## src/rtl/multicore_pkg.sv

```systemverilog
`default_nettype none
// ============================================================================
//  Module      : multicore_pkg
//  Description : Shared types and constants for the 5-stage core hazard logic.
//                Holds the hazard FSM state type, the forwarding-select type,
//                the write-back source encodings and the register count.
//  Revision    : 2.0 - second-generation hazard controller
// ============================================================================
package multicore_pkg;

    localparam int NUM_REGS = 32;

    typedef enum logic [1:0] {
        RUN        = 2'd0,
        MEM_WAIT   = 2'd1,
        LOAD_STALL = 2'd2,
        FLUSH      = 2'd3
    } hazard_state_e;

    typedef enum logic [1:0] {
        FWD_NONE = 2'b00,
        FWD_MA   = 2'b01,
        FWD_WB   = 2'b10
    } fwd_sel_e;

    // Write-back source encodings carried by the *_memtoreg fields
    localparam logic [1:0] MEMTOREG_ALU = 2'b00;
    localparam logic [1:0] MEMTOREG_MEM = 2'b01;
    localparam logic [1:0] MEMTOREG_PC4 = 2'b10;

endpackage : multicore_pkg
`default_nettype wire

```

## src/rtl/hazard_ctrl_if.sv

```systemverilog
`default_nettype none
// ============================================================================
//  Module      : hazard_ctrl_if
//  Description : Bundle between the pipeline and the hazard controller.
//                i_* fields: stage status from decode/execute/MA/WB.
//                o_* fields: redirect, stage enables, stage flushes,
//                forwarding selects and performance counters.
//                master = pipeline side, slave = hazard controller.
//  Revision    : 2.0 - second-generation hazard controller
// ============================================================================
interface hazard_ctrl_if #(
    parameter int XLEN     = 32,
    parameter int NUM_REGS = multicore_pkg::NUM_REGS
);
    import multicore_pkg::*;

    localparam int RW = $clog2(NUM_REGS);

    // Pipeline status
    logic            i_decode_br_valid;
    logic [XLEN-1:0] i_decode_br_addr;
    logic [XLEN-1:0] i_decode_pc;
    logic [RW-1:0]   i_decode_rs1;
    logic [RW-1:0]   i_decode_rs2;
    logic            i_execute_br_valid;
    logic [XLEN-1:0] i_execute_br_addr;
    logic [RW-1:0]   i_exe_rs1;
    logic [RW-1:0]   i_exe_rs2;
    logic [RW-1:0]   i_exe_rdest;
    logic            i_exe_regwrite;
    logic [1:0]      i_exe_memtoreg;
    logic [RW-1:0]   i_ma_rdest;
    logic            i_ma_regwrite;
    logic [1:0]      i_ma_memtoreg;
    logic            i_ma_memaccess;
    logic            i_ma_cache_ready;
    logic [RW-1:0]   i_wb_rdest;
    logic            i_wb_regwrite;

    // Controller outputs
    logic            o_br_valid;
    logic [XLEN-1:0] o_br_addr;
    logic            o_fetch_en;
    logic            o_decode_en;
    logic            o_exe_en;
    logic            o_ma_en;
    logic            o_decode_flush;
    logic            o_exe_flush;
    fwd_sel_e        o_decode_fwd_a;
    fwd_sel_e        o_decode_fwd_b;
    fwd_sel_e        o_exe_fwd_a;
    fwd_sel_e        o_exe_fwd_b;
    logic [31:0]     o_stall_cycles;
    logic [31:0]     o_flush_events;

    modport master (
        output i_decode_br_valid, i_decode_br_addr, i_decode_pc,
               i_decode_rs1, i_decode_rs2,
               i_execute_br_valid, i_execute_br_addr,
               i_exe_rs1, i_exe_rs2, i_exe_rdest, i_exe_regwrite, i_exe_memtoreg,
               i_ma_rdest, i_ma_regwrite, i_ma_memtoreg, i_ma_memaccess,
               i_ma_cache_ready, i_wb_rdest, i_wb_regwrite,
        input  o_br_valid, o_br_addr, o_fetch_en, o_decode_en, o_exe_en, o_ma_en,
               o_decode_flush, o_exe_flush,
               o_decode_fwd_a, o_decode_fwd_b, o_exe_fwd_a, o_exe_fwd_b,
               o_stall_cycles, o_flush_events
    );

    modport slave (
        input  i_decode_br_valid, i_decode_br_addr, i_decode_pc,
               i_decode_rs1, i_decode_rs2,
               i_execute_br_valid, i_execute_br_addr,
               i_exe_rs1, i_exe_rs2, i_exe_rdest, i_exe_regwrite, i_exe_memtoreg,
               i_ma_rdest, i_ma_regwrite, i_ma_memtoreg, i_ma_memaccess,
               i_ma_cache_ready, i_wb_rdest, i_wb_regwrite,
        output o_br_valid, o_br_addr, o_fetch_en, o_decode_en, o_exe_en, o_ma_en,
               o_decode_flush, o_exe_flush,
               o_decode_fwd_a, o_decode_fwd_b, o_exe_fwd_a, o_exe_fwd_b,
               o_stall_cycles, o_flush_events
    );

endinterface : hazard_ctrl_if
`default_nettype wire

```

## src/rtl/hazard_fwd_sel.sv

```systemverilog
`default_nettype none
// ============================================================================
//  Module      : hazard_fwd_sel
//  Description : Forwarding select for one source operand (combinational).
//                MA wins over WB; an MA load result is not yet available so
//                it never forwards from MA; x0 never forwards.
//  Ports       : i_rs                     source register
//                i_ma_rdest/regwrite/memtoreg  MA producer
//                i_wb_rdest/regwrite           WB producer
//                o_sel                    FWD_NONE / FWD_MA / FWD_WB
//  Revision    : 2.0 - second-generation hazard controller
// ============================================================================
module hazard_fwd_sel
    import multicore_pkg::*;
#(
    parameter int RW = 5
) (
    input  logic [RW-1:0] i_rs,
    input  logic [RW-1:0] i_ma_rdest,
    input  logic          i_ma_regwrite,
    input  logic [1:0]    i_ma_memtoreg,
    input  logic [RW-1:0] i_wb_rdest,
    input  logic          i_wb_regwrite,
    output fwd_sel_e      o_sel
);

    logic w_ma_hit;
    logic w_wb_hit;

    assign w_ma_hit = i_ma_regwrite && (i_ma_rdest == i_rs) &&
                      ((i_ma_memtoreg == MEMTOREG_ALU) || (i_ma_memtoreg == MEMTOREG_PC4));
    assign w_wb_hit = i_wb_regwrite && (i_wb_rdest == i_rs);

    always_comb begin
        o_sel = FWD_NONE;
        if (i_rs != '0) begin
            if (w_ma_hit) begin
                o_sel = FWD_MA;
            end else if (w_wb_hit) begin
                o_sel = FWD_WB;
            end
        end
    end

endmodule : hazard_fwd_sel
`default_nettype wire

```

## src/rtl/hazard_ctrl.sv

```systemverilog
`default_nettype none
// ============================================================================
//  Module      : hazard_ctrl
//  Description : Pipeline hazard controller for the 5-stage core. Drives the
//                stage enables, stage flushes, fetch redirect and the four
//                operand forwarding selects. A sequencing FSM handles
//                load-use stalls, data-cache wait freezes and multi-cycle
//                mispredict flushes.
//  Ports       : i_aclk       clock
//                i_areset_n   asynchronous reset, active low; while low all
//                             outputs are forced to their idle values
//                hz_if        hazard_ctrl_if.slave (status in, controls out)
//  Config      : HAZARD_PERF_CNT_EN - when defined, o_stall_cycles and
//                o_flush_events are live saturating counters; otherwise both
//                read as zero and no counter flops exist.
//  Revision    : 2.0 - second-generation hazard controller
// ============================================================================
module hazard_ctrl #(
    parameter int XLEN              = 32,
    parameter int NUM_REGS          = multicore_pkg::NUM_REGS,
    parameter int LOAD_STALL_CYCLES = 1,
    parameter int FLUSH_CYCLES      = 1
) (
    input  logic         i_aclk,
    input  logic         i_areset_n,
    hazard_ctrl_if.slave hz_if
);
    import multicore_pkg::*;

    localparam int RW = $clog2(NUM_REGS);

    // Counter preload: the detection cycle is the first bubble/flush cycle
    localparam logic [3:0] c_LS_INIT = 4'(LOAD_STALL_CYCLES - 1);
    localparam logic [3:0] c_FL_INIT = 4'(FLUSH_CYCLES - 1);

    // ------------------------------------------------------------------
    // Forwarding selects: decode a/b, execute a/b
    // ------------------------------------------------------------------
    logic [RW-1:0] w_fwd_rs  [4];
    fwd_sel_e      w_fwd_sel [4];

    assign w_fwd_rs[0] = hz_if.i_decode_rs1;
    assign w_fwd_rs[1] = hz_if.i_decode_rs2;
    assign w_fwd_rs[2] = hz_if.i_exe_rs1;
    assign w_fwd_rs[3] = hz_if.i_exe_rs2;

    for (genvar g = 0; g < 4; g++) begin : g_fwd
        hazard_fwd_sel #(.RW(RW)) u_fwd_sel (
            .i_rs          (w_fwd_rs[g]),
            .i_ma_rdest    (hz_if.i_ma_rdest),
            .i_ma_regwrite (hz_if.i_ma_regwrite),
            .i_ma_memtoreg (hz_if.i_ma_memtoreg),
            .i_wb_rdest    (hz_if.i_wb_rdest),
            .i_wb_regwrite (hz_if.i_wb_regwrite),
            .o_sel         (w_fwd_sel[g])
        );
    end

    // ------------------------------------------------------------------
    // Hazard events
    // ------------------------------------------------------------------
    logic w_mem_wait;
    logic w_mispredict;
    logic w_load_use;

    assign w_mem_wait   = hz_if.i_ma_memaccess & ~hz_if.i_ma_cache_ready;
    assign w_mispredict = hz_if.i_execute_br_valid &
                          (hz_if.i_decode_pc != hz_if.i_execute_br_addr);
    assign w_load_use   = hz_if.i_exe_regwrite &&
                          (hz_if.i_exe_memtoreg == MEMTOREG_MEM) &&
                          (hz_if.i_exe_rdest != '0) &&
                          ((hz_if.i_exe_rdest == hz_if.i_decode_rs1) ||
                           (hz_if.i_exe_rdest == hz_if.i_decode_rs2));

    // ------------------------------------------------------------------
    // FSM. r_ret remembers which state a cache wait interrupted so that a
    // partly-counted stall or flush resumes with its counter intact.
    // ------------------------------------------------------------------
    hazard_state_e r_state, w_state_nxt;
    hazard_state_e r_ret,   w_ret_nxt;
    logic [3:0]    r_cnt,   w_cnt_nxt;

    logic w_frozen;
    logic w_fetch_en, w_decode_en, w_exe_en, w_ma_en;
    logic w_br_valid, w_decode_flush, w_exe_flush;

    // The freeze is combinational on the wait itself so the pipeline never
    // advances past a cache miss, and lasts one extra cycle (registered
    // MEM_WAIT) while the returning data is captured.
    assign w_frozen = (r_state == MEM_WAIT) | w_mem_wait;

    always_ff @(posedge i_aclk or negedge i_areset_n) begin
        if (!i_areset_n) begin
            r_state <= RUN;
            r_ret   <= RUN;
            r_cnt   <= 4'd0;
        end else begin
            r_state <= w_state_nxt;
            r_ret   <= w_ret_nxt;
            r_cnt   <= w_cnt_nxt;
        end
    end

    always_comb begin
        w_state_nxt    = r_state;
        w_ret_nxt      = r_ret;
        w_cnt_nxt      = r_cnt;
        w_fetch_en     = 1'b1;
        w_decode_en    = 1'b1;
        w_exe_en       = 1'b1;
        w_ma_en        = 1'b1;
        w_br_valid     = 1'b0;
        w_decode_flush = 1'b0;
        w_exe_flush    = 1'b0;

        if (w_frozen) begin
            w_fetch_en  = 1'b0;
            w_decode_en = 1'b0;
            w_exe_en    = 1'b0;
            w_ma_en     = 1'b0;
            if (r_state != MEM_WAIT) begin
                w_ret_nxt = r_state;
            end
            w_state_nxt = w_mem_wait ? MEM_WAIT : r_ret;
        end else begin
            case (r_state)
                RUN: begin
                    w_br_valid     = hz_if.i_execute_br_valid | hz_if.i_decode_br_valid;
                    w_decode_flush = hz_if.i_decode_br_valid & ~w_mispredict;
                    if (w_mispredict) begin
                        w_decode_flush = 1'b1;
                        w_exe_flush    = 1'b1;
                        w_cnt_nxt      = c_FL_INIT;
                        w_state_nxt    = (c_FL_INIT != 4'd0) ? FLUSH : RUN;
                    end else if (w_load_use) begin
                        w_fetch_en  = 1'b0;
                        w_decode_en = 1'b0;
                        w_exe_flush = 1'b1;
                        w_cnt_nxt   = c_LS_INIT;
                        w_state_nxt = (c_LS_INIT != 4'd0) ? LOAD_STALL : RUN;
                    end
                end

                LOAD_STALL: begin
                    if (w_mispredict) begin
                        // Wrong-path instructions make the stall moot
                        w_br_valid     = 1'b1;
                        w_decode_flush = 1'b1;
                        w_exe_flush    = 1'b1;
                        w_cnt_nxt      = c_FL_INIT;
                        w_state_nxt    = (c_FL_INIT != 4'd0) ? FLUSH : RUN;
                    end else begin
                        w_fetch_en  = 1'b0;
                        w_decode_en = 1'b0;
                        w_exe_flush = 1'b1;
                        if (r_cnt <= 4'd1) begin
                            w_cnt_nxt   = 4'd0;
                            w_state_nxt = RUN;
                        end else begin
                            w_cnt_nxt = r_cnt - 4'd1;
                        end
                    end
                end

                FLUSH: begin
                    w_decode_flush = 1'b1;
                    w_exe_flush    = 1'b1;
                    if (r_cnt <= 4'd1) begin
                        w_cnt_nxt   = 4'd0;
                        w_state_nxt = RUN;
                    end else begin
                        w_cnt_nxt = r_cnt - 4'd1;
                    end
                end

                default: begin
                    w_state_nxt = RUN;
                end
            endcase
        end
    end

    // ------------------------------------------------------------------
    // Outputs, forced idle while reset is asserted
    // ------------------------------------------------------------------
    assign hz_if.o_fetch_en     = i_areset_n & w_fetch_en;
    assign hz_if.o_decode_en    = i_areset_n & w_decode_en;
    assign hz_if.o_exe_en       = i_areset_n & w_exe_en;
    assign hz_if.o_ma_en        = i_areset_n & w_ma_en;
    assign hz_if.o_br_valid     = i_areset_n & w_br_valid;
    assign hz_if.o_decode_flush = i_areset_n & w_decode_flush;
    assign hz_if.o_exe_flush    = i_areset_n & w_exe_flush;
    assign hz_if.o_br_addr      = !i_areset_n ? '0 :
                                  hz_if.i_execute_br_valid ? hz_if.i_execute_br_addr
                                                           : hz_if.i_decode_br_addr;
    assign hz_if.o_decode_fwd_a = i_areset_n ? w_fwd_sel[0] : FWD_NONE;
    assign hz_if.o_decode_fwd_b = i_areset_n ? w_fwd_sel[1] : FWD_NONE;
    assign hz_if.o_exe_fwd_a    = i_areset_n ? w_fwd_sel[2] : FWD_NONE;
    assign hz_if.o_exe_fwd_b    = i_areset_n ? w_fwd_sel[3] : FWD_NONE;

    // ------------------------------------------------------------------
    // Performance counters
    // ------------------------------------------------------------------
`ifdef HAZARD_PERF_CNT_EN
    logic        w_stall_inc;
    logic        w_flush_inc;
    logic [31:0] r_stall_cycles;
    logic [31:0] r_flush_events;

    // Load-use detection counts only when it actually wins arbitration
    assign w_stall_inc = w_frozen | (r_state == LOAD_STALL) |
                         ((r_state == RUN) & w_load_use & ~w_mispredict);
    assign w_flush_inc = ~w_frozen & w_mispredict &
                         ((r_state == RUN) | (r_state == LOAD_STALL));

    always_ff @(posedge i_aclk or negedge i_areset_n) begin
        if (!i_areset_n) begin
            r_stall_cycles <= 32'd0;
            r_flush_events <= 32'd0;
        end else begin
            if (w_stall_inc && (r_stall_cycles != 32'hFFFF_FFFF)) begin
                r_stall_cycles <= r_stall_cycles + 32'd1;
            end
            if (w_flush_inc && (r_flush_events != 32'hFFFF_FFFF)) begin
                r_flush_events <= r_flush_events + 32'd1;
            end
        end
    end

    assign hz_if.o_stall_cycles = r_stall_cycles;
    assign hz_if.o_flush_events = r_flush_events;
`else
    assign hz_if.o_stall_cycles = 32'd0;
    assign hz_if.o_flush_events = 32'd0;
`endif

endmodule : hazard_ctrl
`default_nettype wire

```

## src/flat_wrapper.sv

```systemverilog
// flat-port wrapper written by rule: the top's interface ports become plain ports
module hazard_ctrl_flat import multicore_pkg::*;
#(
    parameter int XLEN              = 32,
    parameter int NUM_REGS          = multicore_pkg::NUM_REGS,
    parameter int LOAD_STALL_CYCLES = 1,
    parameter int FLUSH_CYCLES      = 1
)
  (i_aclk, i_areset_n, hz_if_i_decode_br_valid, hz_if_i_decode_br_addr, hz_if_i_decode_pc, hz_if_i_decode_rs1, hz_if_i_decode_rs2, hz_if_i_execute_br_valid, hz_if_i_execute_br_addr, hz_if_i_exe_rs1, hz_if_i_exe_rs2, hz_if_i_exe_rdest, hz_if_i_exe_regwrite, hz_if_i_exe_memtoreg, hz_if_i_ma_rdest, hz_if_i_ma_regwrite, hz_if_i_ma_memtoreg, hz_if_i_ma_memaccess, hz_if_i_ma_cache_ready, hz_if_i_wb_rdest, hz_if_i_wb_regwrite, hz_if_o_br_valid, hz_if_o_br_addr, hz_if_o_fetch_en, hz_if_o_decode_en, hz_if_o_exe_en, hz_if_o_ma_en, hz_if_o_decode_flush, hz_if_o_exe_flush, hz_if_o_decode_fwd_a, hz_if_o_decode_fwd_b, hz_if_o_exe_fwd_a, hz_if_o_exe_fwd_b, hz_if_o_stall_cycles, hz_if_o_flush_events);
  hazard_ctrl_if #(.XLEN(XLEN), .NUM_REGS(NUM_REGS)) hz_if_i ();
  input  logic i_aclk;
  input  logic i_areset_n;
  input wire logic [$bits(hz_if_i.i_decode_br_valid)-1:0] hz_if_i_decode_br_valid;
  input wire logic [$bits(hz_if_i.i_decode_br_addr)-1:0] hz_if_i_decode_br_addr;
  input wire logic [$bits(hz_if_i.i_decode_pc)-1:0] hz_if_i_decode_pc;
  input wire logic [$bits(hz_if_i.i_decode_rs1)-1:0] hz_if_i_decode_rs1;
  input wire logic [$bits(hz_if_i.i_decode_rs2)-1:0] hz_if_i_decode_rs2;
  input wire logic [$bits(hz_if_i.i_execute_br_valid)-1:0] hz_if_i_execute_br_valid;
  input wire logic [$bits(hz_if_i.i_execute_br_addr)-1:0] hz_if_i_execute_br_addr;
  input wire logic [$bits(hz_if_i.i_exe_rs1)-1:0] hz_if_i_exe_rs1;
  input wire logic [$bits(hz_if_i.i_exe_rs2)-1:0] hz_if_i_exe_rs2;
  input wire logic [$bits(hz_if_i.i_exe_rdest)-1:0] hz_if_i_exe_rdest;
  input wire logic [$bits(hz_if_i.i_exe_regwrite)-1:0] hz_if_i_exe_regwrite;
  input wire logic [$bits(hz_if_i.i_exe_memtoreg)-1:0] hz_if_i_exe_memtoreg;
  input wire logic [$bits(hz_if_i.i_ma_rdest)-1:0] hz_if_i_ma_rdest;
  input wire logic [$bits(hz_if_i.i_ma_regwrite)-1:0] hz_if_i_ma_regwrite;
  input wire logic [$bits(hz_if_i.i_ma_memtoreg)-1:0] hz_if_i_ma_memtoreg;
  input wire logic [$bits(hz_if_i.i_ma_memaccess)-1:0] hz_if_i_ma_memaccess;
  input wire logic [$bits(hz_if_i.i_ma_cache_ready)-1:0] hz_if_i_ma_cache_ready;
  input wire logic [$bits(hz_if_i.i_wb_rdest)-1:0] hz_if_i_wb_rdest;
  input wire logic [$bits(hz_if_i.i_wb_regwrite)-1:0] hz_if_i_wb_regwrite;
  output wire logic [$bits(hz_if_i.o_br_valid)-1:0] hz_if_o_br_valid;
  output wire logic [$bits(hz_if_i.o_br_addr)-1:0] hz_if_o_br_addr;
  output wire logic [$bits(hz_if_i.o_fetch_en)-1:0] hz_if_o_fetch_en;
  output wire logic [$bits(hz_if_i.o_decode_en)-1:0] hz_if_o_decode_en;
  output wire logic [$bits(hz_if_i.o_exe_en)-1:0] hz_if_o_exe_en;
  output wire logic [$bits(hz_if_i.o_ma_en)-1:0] hz_if_o_ma_en;
  output wire logic [$bits(hz_if_i.o_decode_flush)-1:0] hz_if_o_decode_flush;
  output wire logic [$bits(hz_if_i.o_exe_flush)-1:0] hz_if_o_exe_flush;
  output wire logic [$bits(hz_if_i.o_decode_fwd_a)-1:0] hz_if_o_decode_fwd_a;
  output wire logic [$bits(hz_if_i.o_decode_fwd_b)-1:0] hz_if_o_decode_fwd_b;
  output wire logic [$bits(hz_if_i.o_exe_fwd_a)-1:0] hz_if_o_exe_fwd_a;
  output wire logic [$bits(hz_if_i.o_exe_fwd_b)-1:0] hz_if_o_exe_fwd_b;
  output wire logic [$bits(hz_if_i.o_stall_cycles)-1:0] hz_if_o_stall_cycles;
  output wire logic [$bits(hz_if_i.o_flush_events)-1:0] hz_if_o_flush_events;
  assign hz_if_i.i_decode_br_valid = hz_if_i_decode_br_valid;
  assign hz_if_i.i_decode_br_addr = hz_if_i_decode_br_addr;
  assign hz_if_i.i_decode_pc = hz_if_i_decode_pc;
  assign hz_if_i.i_decode_rs1 = hz_if_i_decode_rs1;
  assign hz_if_i.i_decode_rs2 = hz_if_i_decode_rs2;
  assign hz_if_i.i_execute_br_valid = hz_if_i_execute_br_valid;
  assign hz_if_i.i_execute_br_addr = hz_if_i_execute_br_addr;
  assign hz_if_i.i_exe_rs1 = hz_if_i_exe_rs1;
  assign hz_if_i.i_exe_rs2 = hz_if_i_exe_rs2;
  assign hz_if_i.i_exe_rdest = hz_if_i_exe_rdest;
  assign hz_if_i.i_exe_regwrite = hz_if_i_exe_regwrite;
  assign hz_if_i.i_exe_memtoreg = hz_if_i_exe_memtoreg;
  assign hz_if_i.i_ma_rdest = hz_if_i_ma_rdest;
  assign hz_if_i.i_ma_regwrite = hz_if_i_ma_regwrite;
  assign hz_if_i.i_ma_memtoreg = hz_if_i_ma_memtoreg;
  assign hz_if_i.i_ma_memaccess = hz_if_i_ma_memaccess;
  assign hz_if_i.i_ma_cache_ready = hz_if_i_ma_cache_ready;
  assign hz_if_i.i_wb_rdest = hz_if_i_wb_rdest;
  assign hz_if_i.i_wb_regwrite = hz_if_i_wb_regwrite;
  assign hz_if_o_br_valid = hz_if_i.o_br_valid;
  assign hz_if_o_br_addr = hz_if_i.o_br_addr;
  assign hz_if_o_fetch_en = hz_if_i.o_fetch_en;
  assign hz_if_o_decode_en = hz_if_i.o_decode_en;
  assign hz_if_o_exe_en = hz_if_i.o_exe_en;
  assign hz_if_o_ma_en = hz_if_i.o_ma_en;
  assign hz_if_o_decode_flush = hz_if_i.o_decode_flush;
  assign hz_if_o_exe_flush = hz_if_i.o_exe_flush;
  assign hz_if_o_decode_fwd_a = hz_if_i.o_decode_fwd_a;
  assign hz_if_o_decode_fwd_b = hz_if_i.o_decode_fwd_b;
  assign hz_if_o_exe_fwd_a = hz_if_i.o_exe_fwd_a;
  assign hz_if_o_exe_fwd_b = hz_if_i.o_exe_fwd_b;
  assign hz_if_o_stall_cycles = hz_if_i.o_stall_cycles;
  assign hz_if_o_flush_events = hz_if_i.o_flush_events;
  hazard_ctrl #(.XLEN(XLEN), .NUM_REGS(NUM_REGS), .LOAD_STALL_CYCLES(LOAD_STALL_CYCLES), .FLUSH_CYCLES(FLUSH_CYCLES)) u_core (.i_aclk(i_aclk), .i_areset_n(i_areset_n), .hz_if(hz_if_i));
endmodule
```

## config.mk

```make
export PLATFORM = sky130hd
export DESIGN_NAME = hazard_ctrl_flat
export DESIGN_NICKNAME = d
export VERILOG_FILES = /design/src/rtl/multicore_pkg.sv /design/src/rtl/hazard_ctrl_if.sv /design/src/rtl/hazard_fwd_sel.sv /design/src/rtl/hazard_ctrl.sv /design/src/flat_wrapper.sv
export SDC_FILE = /design/constraint.sdc
export NUM_CORES = 1
export LEC_CHECK = 0
export CORE_AREA = 2 2 98 100
export CTS_CLUSTER_SIZE = 24
export DETAILED_ROUTE_END_ITERATION = 6
export DIE_AREA = 0 0 100 102
export PLACE_DENSITY_LB_ADDON = 0.1
export SETUP_SLACK_MARGIN = 0.2
export SLEW_MARGIN = 15
export SYNTH_ARGS = -nofsm -noshare
export SYNTH_HDL_FRONTEND = slang
export SYNTH_SLANG_ARGS = --single-unit
export TNS_END_PERCENT = 30
```

## constraint.sdc

```tcl
create_clock -name i_aclk -period 5.11 [get_ports i_aclk]
set_input_delay 1.022 -clock i_aclk [delete_from_list [all_inputs] [get_ports i_aclk]]
set_output_delay 1.022 -clock i_aclk [all_outputs]
set_load 0.05 [all_outputs]
```

# == Yosys cells after proc, flatten, opt, wreduce, memory -nomap -nowiden ==
# Cells that the tools add are included.
# classes
n_addsub,1
n_mul,0
div_mod_pow,0
magnitude_cmp,1
n_eq_ne,19
shifts,0
mux,45
bitwise_logic,13
reduce_logical,28
# ops
operator,n
$mux 32,2
$eq 5x5->1,10
$mux 2,22
$ne 32x32->1,1
$reduce_bool 5->1,5
$mux 4,4
$logic_and 1x1->1,15
$pmux 4 s3,1
$mux 1,11
$and 1x1->1,8
$eq 2x2->1 const B,3
$pmux 1 s2,3
$pmux 2 s3,1
$eq 2x1->1 const B,2
$le 4x1->1 const B,1
$logic_not 2->1,2
$ne 4x1->1 const B,1
$sub 4x1->4 const B,1
$ne 3x1->1 const B,1
$not 1->1,3
$pmux 1 s3,1
$reduce_and 3->1,1
$reduce_bool 3->1,1
$logic_or 1x1->1,2
4 further kinds,5
# totals
regBits,8
latchBits,0
ram_bits,0
romBits,0
in_bits,144
output_inout_bits,111
word_cells,110
n_memories,0

# == Longest topological paths before layout ==
# Gate-level depths: netlist of the first run.
# logic_depth
ltp_word,9
ltp_mapped,8
mapped_depth_nobuf,8

# == Hierarchy ==
# Synthesis of the first run repeated with hierarchy kept, for this count alone.
# hier_totals
cells_unflattened,340
area_unflattened_um2,2656.3
# by_module_without_submodules
mod,instances,cells_each,area_each_um2,seq_area_each_um2
hazard_ctrl,1,268,2100.8,200.2
hazard_fwd_sel,4,18,138.9,0.0

# == Worst setup path before layout of the first run ==
# No wires, ideal clock.
# synth_path
path_kind,input to output
startpoint,input hz_if_i_decode_pc[3]
endpoint,output hz_if_o_br_valid
t_arrival_ps,3968
t_required_ps,4088
path_slack_ps,120
path_stages,5
path_buffers,0
cell_sequence,xor2_1 nor4_1 nand4_1 o21ai_0 a2111oi_0
# synth_via
elab_chain_len,6
# synth_lines
item,line,text
from (decl),flat_wrapper.sv:15,input wire logic [$bits(hz_if_i.i_decode_pc)-1:0] hz_if_i_decode_pc;
$ne 32x32->1,hazard_ctrl.sv:68,(hz_if.i_decode_pc != hz_if.i_execute_br_addr);
$and 1x1->1,hazard_ctrl.sv:67,assign w_mispredict = hz_if.i_execute_br_valid &
$mux 1,hazard_ctrl.sv:145,if (w_mispredict) begin
$pmux 1 s2,hazard_ctrl.sv:126,case (r_state)
$mux 1,hazard_ctrl.sv:116,if (w_frozen) begin
$and 1x1->1,hazard_ctrl.sv:190,assign hz_if.o_br_valid = i_areset_n & w_br_valid;
to (decl),flat_wrapper.sv:32,output wire logic [$bits(hz_if_i.o_br_valid)-1:0] hz_if_o_br_valid;
# No other way between the ends.

# == Final worst setup path of the first run ==
# layout_path
startpoint,input hz_if_i_ma_rdest[2]
endpoint,output hz_if_o_exe_fwd_a[0]
# layout_via
elab_chain_len,6
# layout_lines
item,line,text
from (decl),flat_wrapper.sv:25,input wire logic [$bits(hz_if_i.i_ma_rdest)-1:0] hz_if_i_ma_rdest;
$eq 5x5->1,hazard_fwd_sel.sv:30,assign w_ma_hit = i_ma_regwrite && (i_ma_rdest == i_rs) &&
$logic_and 1x1->1 (2 in series),hazard_fwd_sel.sv:30,
$mux 2,hazard_fwd_sel.sv:37,if (w_ma_hit) begin
$mux 2,hazard_fwd_sel.sv:36,if (i_rs != '0) begin
$mux 2,hazard_ctrl.sv:198,assign hz_if.o_exe_fwd_a = i_areset_n ? w_fwd_sel[2] : FWD_NONE;
to (decl),flat_wrapper.sv:42,output wire logic [$bits(hz_if_i.o_exe_fwd_a)-1:0] hz_if_o_exe_fwd_a;
# No other way between the ends.

==> reports/qor.csv, run 1 <==
stage,metric,value,unit
global_route,grt_max_degree,50,
critical_path,cp_slowest_cell,clkdlybuf4s50_1,
global_route,grt_pass1_wl,14.2,mm
timing,drv_slew,0,
critical_path,criticalPathCategory,input pin to primary output,
cts,cts_max_level,1,
finish,multi_input_area,2060,um^2
timing,worst_pin_slew,0.677,ns
cts,cts-hold-fix-buffers,0,
drt,firstDrtPassIters,4,
synth,yosysWarningCount,0,
synth,seq_area_frac_synth,0.0767,
critical_path,start_kind,input pin,
synth,synth_area,2610,um^2
critical_path,cp_top_family,buffers and inverters,
global_route,met1_usage,0.207,
floorplan,core,9110,um^2
drt,drc,0,
critical_path,reg2reg_from,u_core.r_cnt[0],
timing,setup_viol,0,
critical_path,r2r_slack,3.59,ns
cts,clockRootBuffer,clkbuf_8,
place,place_area,4350,um^2
timing,slew_headroom,0.547,
cts,cts_setup_buffers,0,
synth,synthArstFlopShare,1.00,
cts,cts_sinks,8,
global_route,antenna_found_initial,0,
timing,skew,0.00179,ns
critical_path,cp_num_cells,6,
critical_path,cp-endpoint,hz_if_o_exe_fwd_a[0],
synth,ys_seq_elements,8,
power,leakage,1.81,nW
finish,fillCellCount,913,
floorplan,die-width,100,um
critical_path,worst_r2r_path_depth,7,
run,drv_cap,0,
finish,fin_area,4390,um^2
place,port_buffers,189,
global_route,grt_use_met2,0.330,
synth,syn_inst,341,
critical_path,reg2reg_to,u_core.r_cnt[2],
drt,initialDrtViolationCount,72,
floorplan,die_h,102,um
drt,wl_per_cell,15.1,um
timing,finalSetupTns,0,ns
critical_path,path_cells,clkdlybuf4s50_1 -> xnor2_1 -> o221ai_1 -> nor4b_1 -> and3_1 -> clkdlybuf4s50_1,
min_path,hold_path_class,flip-flop to flip-flop,
drt,vias,2750,
critical_path,cp_slowest_stage_delay,0.80,ns
cts,cts_resized,0,
cts,clockBufferDepth,2,
synth,synth.distinct_cells,41,
cts,path_clk_slew,0.04,ns
finish,seqCellArea,200,um^2
cts,cts_tree,done,
synth,synthTopCellsByArea,"buf_4 19%, xnor2_1 14%, mux2i_1 13%, xor2_1 12%, nor2b_1 8.2%",
synth,synth.most_common_cell,buf_4,
timing,post-route-period-util,0.854,
global_route,overflow,0,
critical_path,crit_buf_inv,2,
critical_path,critPathCaptureType,primary output,
power,vdd_drop_max,0.0640,mV
critical_path,crit_required,4.09,ns
place,post-dp-hpwl,8.07,mm
timing,clock.fmax,0.229,GHz
synth,netlist_top_cells_count,"66 x buf_4, 43 x xnor2_1, 37 x xor2_1",
critical_path,crit_top_cell,clkdlybuf4s50_1,
critical_path,crit_fanout,4,
finish,diodes,0,
synth,synth_top_area_cell,buf_4,
global_route,first_global_vias,2695,
floorplan,rows,35,
status,run_status,"complete, no violations",
timing,hold_viol,0,
power,p_per_area,143,nW/um^2
timing,fin_crit,4.37,ns
floorplan,dieArea,10200,um^2
synth,avgSynthCellArea,7.65,um^2
place,dp_cells,625,
cts,cts_buffers,3,
finish,layout-drive-gt1-share,0.0387,
floorplan,initial_core_util,0.286,
global_route,grt_use_total,0.174,
finish,final_cells,628,
place,routabilityCongestion,0.904,
global_route,use_met3,0.0410,
critical_path,cp.arrival,3.34,ns
min_path,holdPathStages,2,
timing,rsz0062_at_grt,false,
drt,viasPerCell,4.38,
synth,ys.flop_type,dfrtp_1,
cts,clock_latency,0.23,ns
drt,wl,9.50,mm
finish,nNetsFinal,665,
finish,syn2layout_area_growth,68.2,%
synth,synth_top_area_frac,0.190,
global_route,busiest_layer,met2,
drt,drtAntennaViolNets,0,
synth,synth_edf_count,0,
critical_path,worstSetupStartpoint,hz_if_i_ma_rdest[2],
floorplan,ios,255,
==> power breakdown <==
| part | leakage (nW) | switching [W] | internal, W |
|---|---|---|---|
| Clock | 0.0216 | 0.0000266 | 0.0000512 |
| Combinational | 1.68 | 0.000287 | 0.000195 |
| Sequential | 0.110 | 0.00000312 | 0.0000663 |
==> stage by stage <==
step | utilization | hold WS [ns] | worst slack, ns | total power (W)
4_1_cts | 0.482 | 0.537 | 0.756 | 0.000635
2_1_floorplan | - | 0.474 | 0.778 | 0.000397
6_report | 0.482 | 0.534 | 0.744 | 0.000629
3_5_place_dp | 0.477 | 0.526 | 0.756 | 0.000553
3_3_place_gp | 0.477 | 0.508 | 0.771 | 0.000549
5_1_grt | 0.482 | 0.573 | 0.679 | 0.000666
==> cell families after synthesis <==
| family | synth area share |
|---|---|
| multiplexers | 0.127 |
| AND/OR/NAND/NOR | 0.221 |
| other | 0.00144 |
| flip-flops | 0.0767 |
| adder cells (fa/ha/maj) | 0.00959 |
| AO/OA/AOI/OAI | 0.0700 |
| XOR/XNOR | 0.269 |
| buffers and inverters | 0.226 |
==> registers in the layout (all words and copies together), names as in the netlist <==
signal and count:
u_core.r_state 2, u_core.r_cnt 4, u_core.r_ret 2
==> worst reg2reg max path: cells and delay by family (launching register included) <==
kind,cells,cell delay (ns)
and+or+nand+nor,3,0.28
adders and majority gates,1,0.19
AOI/OAI and AO/OA,2,0.46
DFF,1,0.38
buffers and inverters,1,0.09
==> area by class of cell <==
| cell class | instances | share of cell area |
|---|---|---|
| tap | 111 | 0.0317 |
| sequential | 8 | 0.0456 |
| timing repair buffer | 192 | 0.438 |
| clock buffer | 3 | 0.00941 |
| multi-input combinational | 306 | 0.469 |
| inverter | 8 | 0.00685 |
==> worst min path at each step <==
stage / from / end / slack [ns]
floorplan: u_core.r_ret[1] / u_core.r_ret[1] / 0.47
global route: u_core.r_ret[1] / u_core.r_ret[1] / 0.57
finish: u_core.r_ret[1] / u_core.r_ret[1] / 0.53
detailed placement: u_core.r_ret[1] / u_core.r_ret[1] / 0.53
CTS: u_core.r_ret[1] / u_core.r_ret[1] / 0.54
global placement: u_core.r_ret[1] / u_core.r_ret[1] / 0.51
==> layout by cell type, fill, tap and decap left out, types with 3 or more instances in the layout <==
master           netlist  layout
or4_1                  3       3
mux2i_1               33      33
o21ai_0                6       6
dfrtp_1                8       8
inv_1                  8       8
buf_12                 0       3
buf_4                 66      11
clkdlybuf4s50_1        0     177
conb_1                 1      64
a21oi_1                8       8
nor2b_1               34      34
xnor2_1               43      43
nor3_1                 7       7
nor4_1                12      12
clkbuf_8               0       3
and3b_1                3       3
nand2_1                9       9
nand3_1                7       7
nand4_1               10      10
nor2_1                 7       7
xor2_1                37      37
==> metal layers <==
metal  vias up  wire length (um)
met4         0                59
li1       1376                 -
met1      1224              3800
met5         -                 0
met3         7               932
met2       143              4710
Note: power is estimated with default switching activity, not from simulation.
==> run 2, diff against run 1 <==
Settings changed: HOLD_SLACK_MARGIN from default to 0.12.
==> results of run 2 <==
Final layout, timing and power as in run 1 (identical DEF).
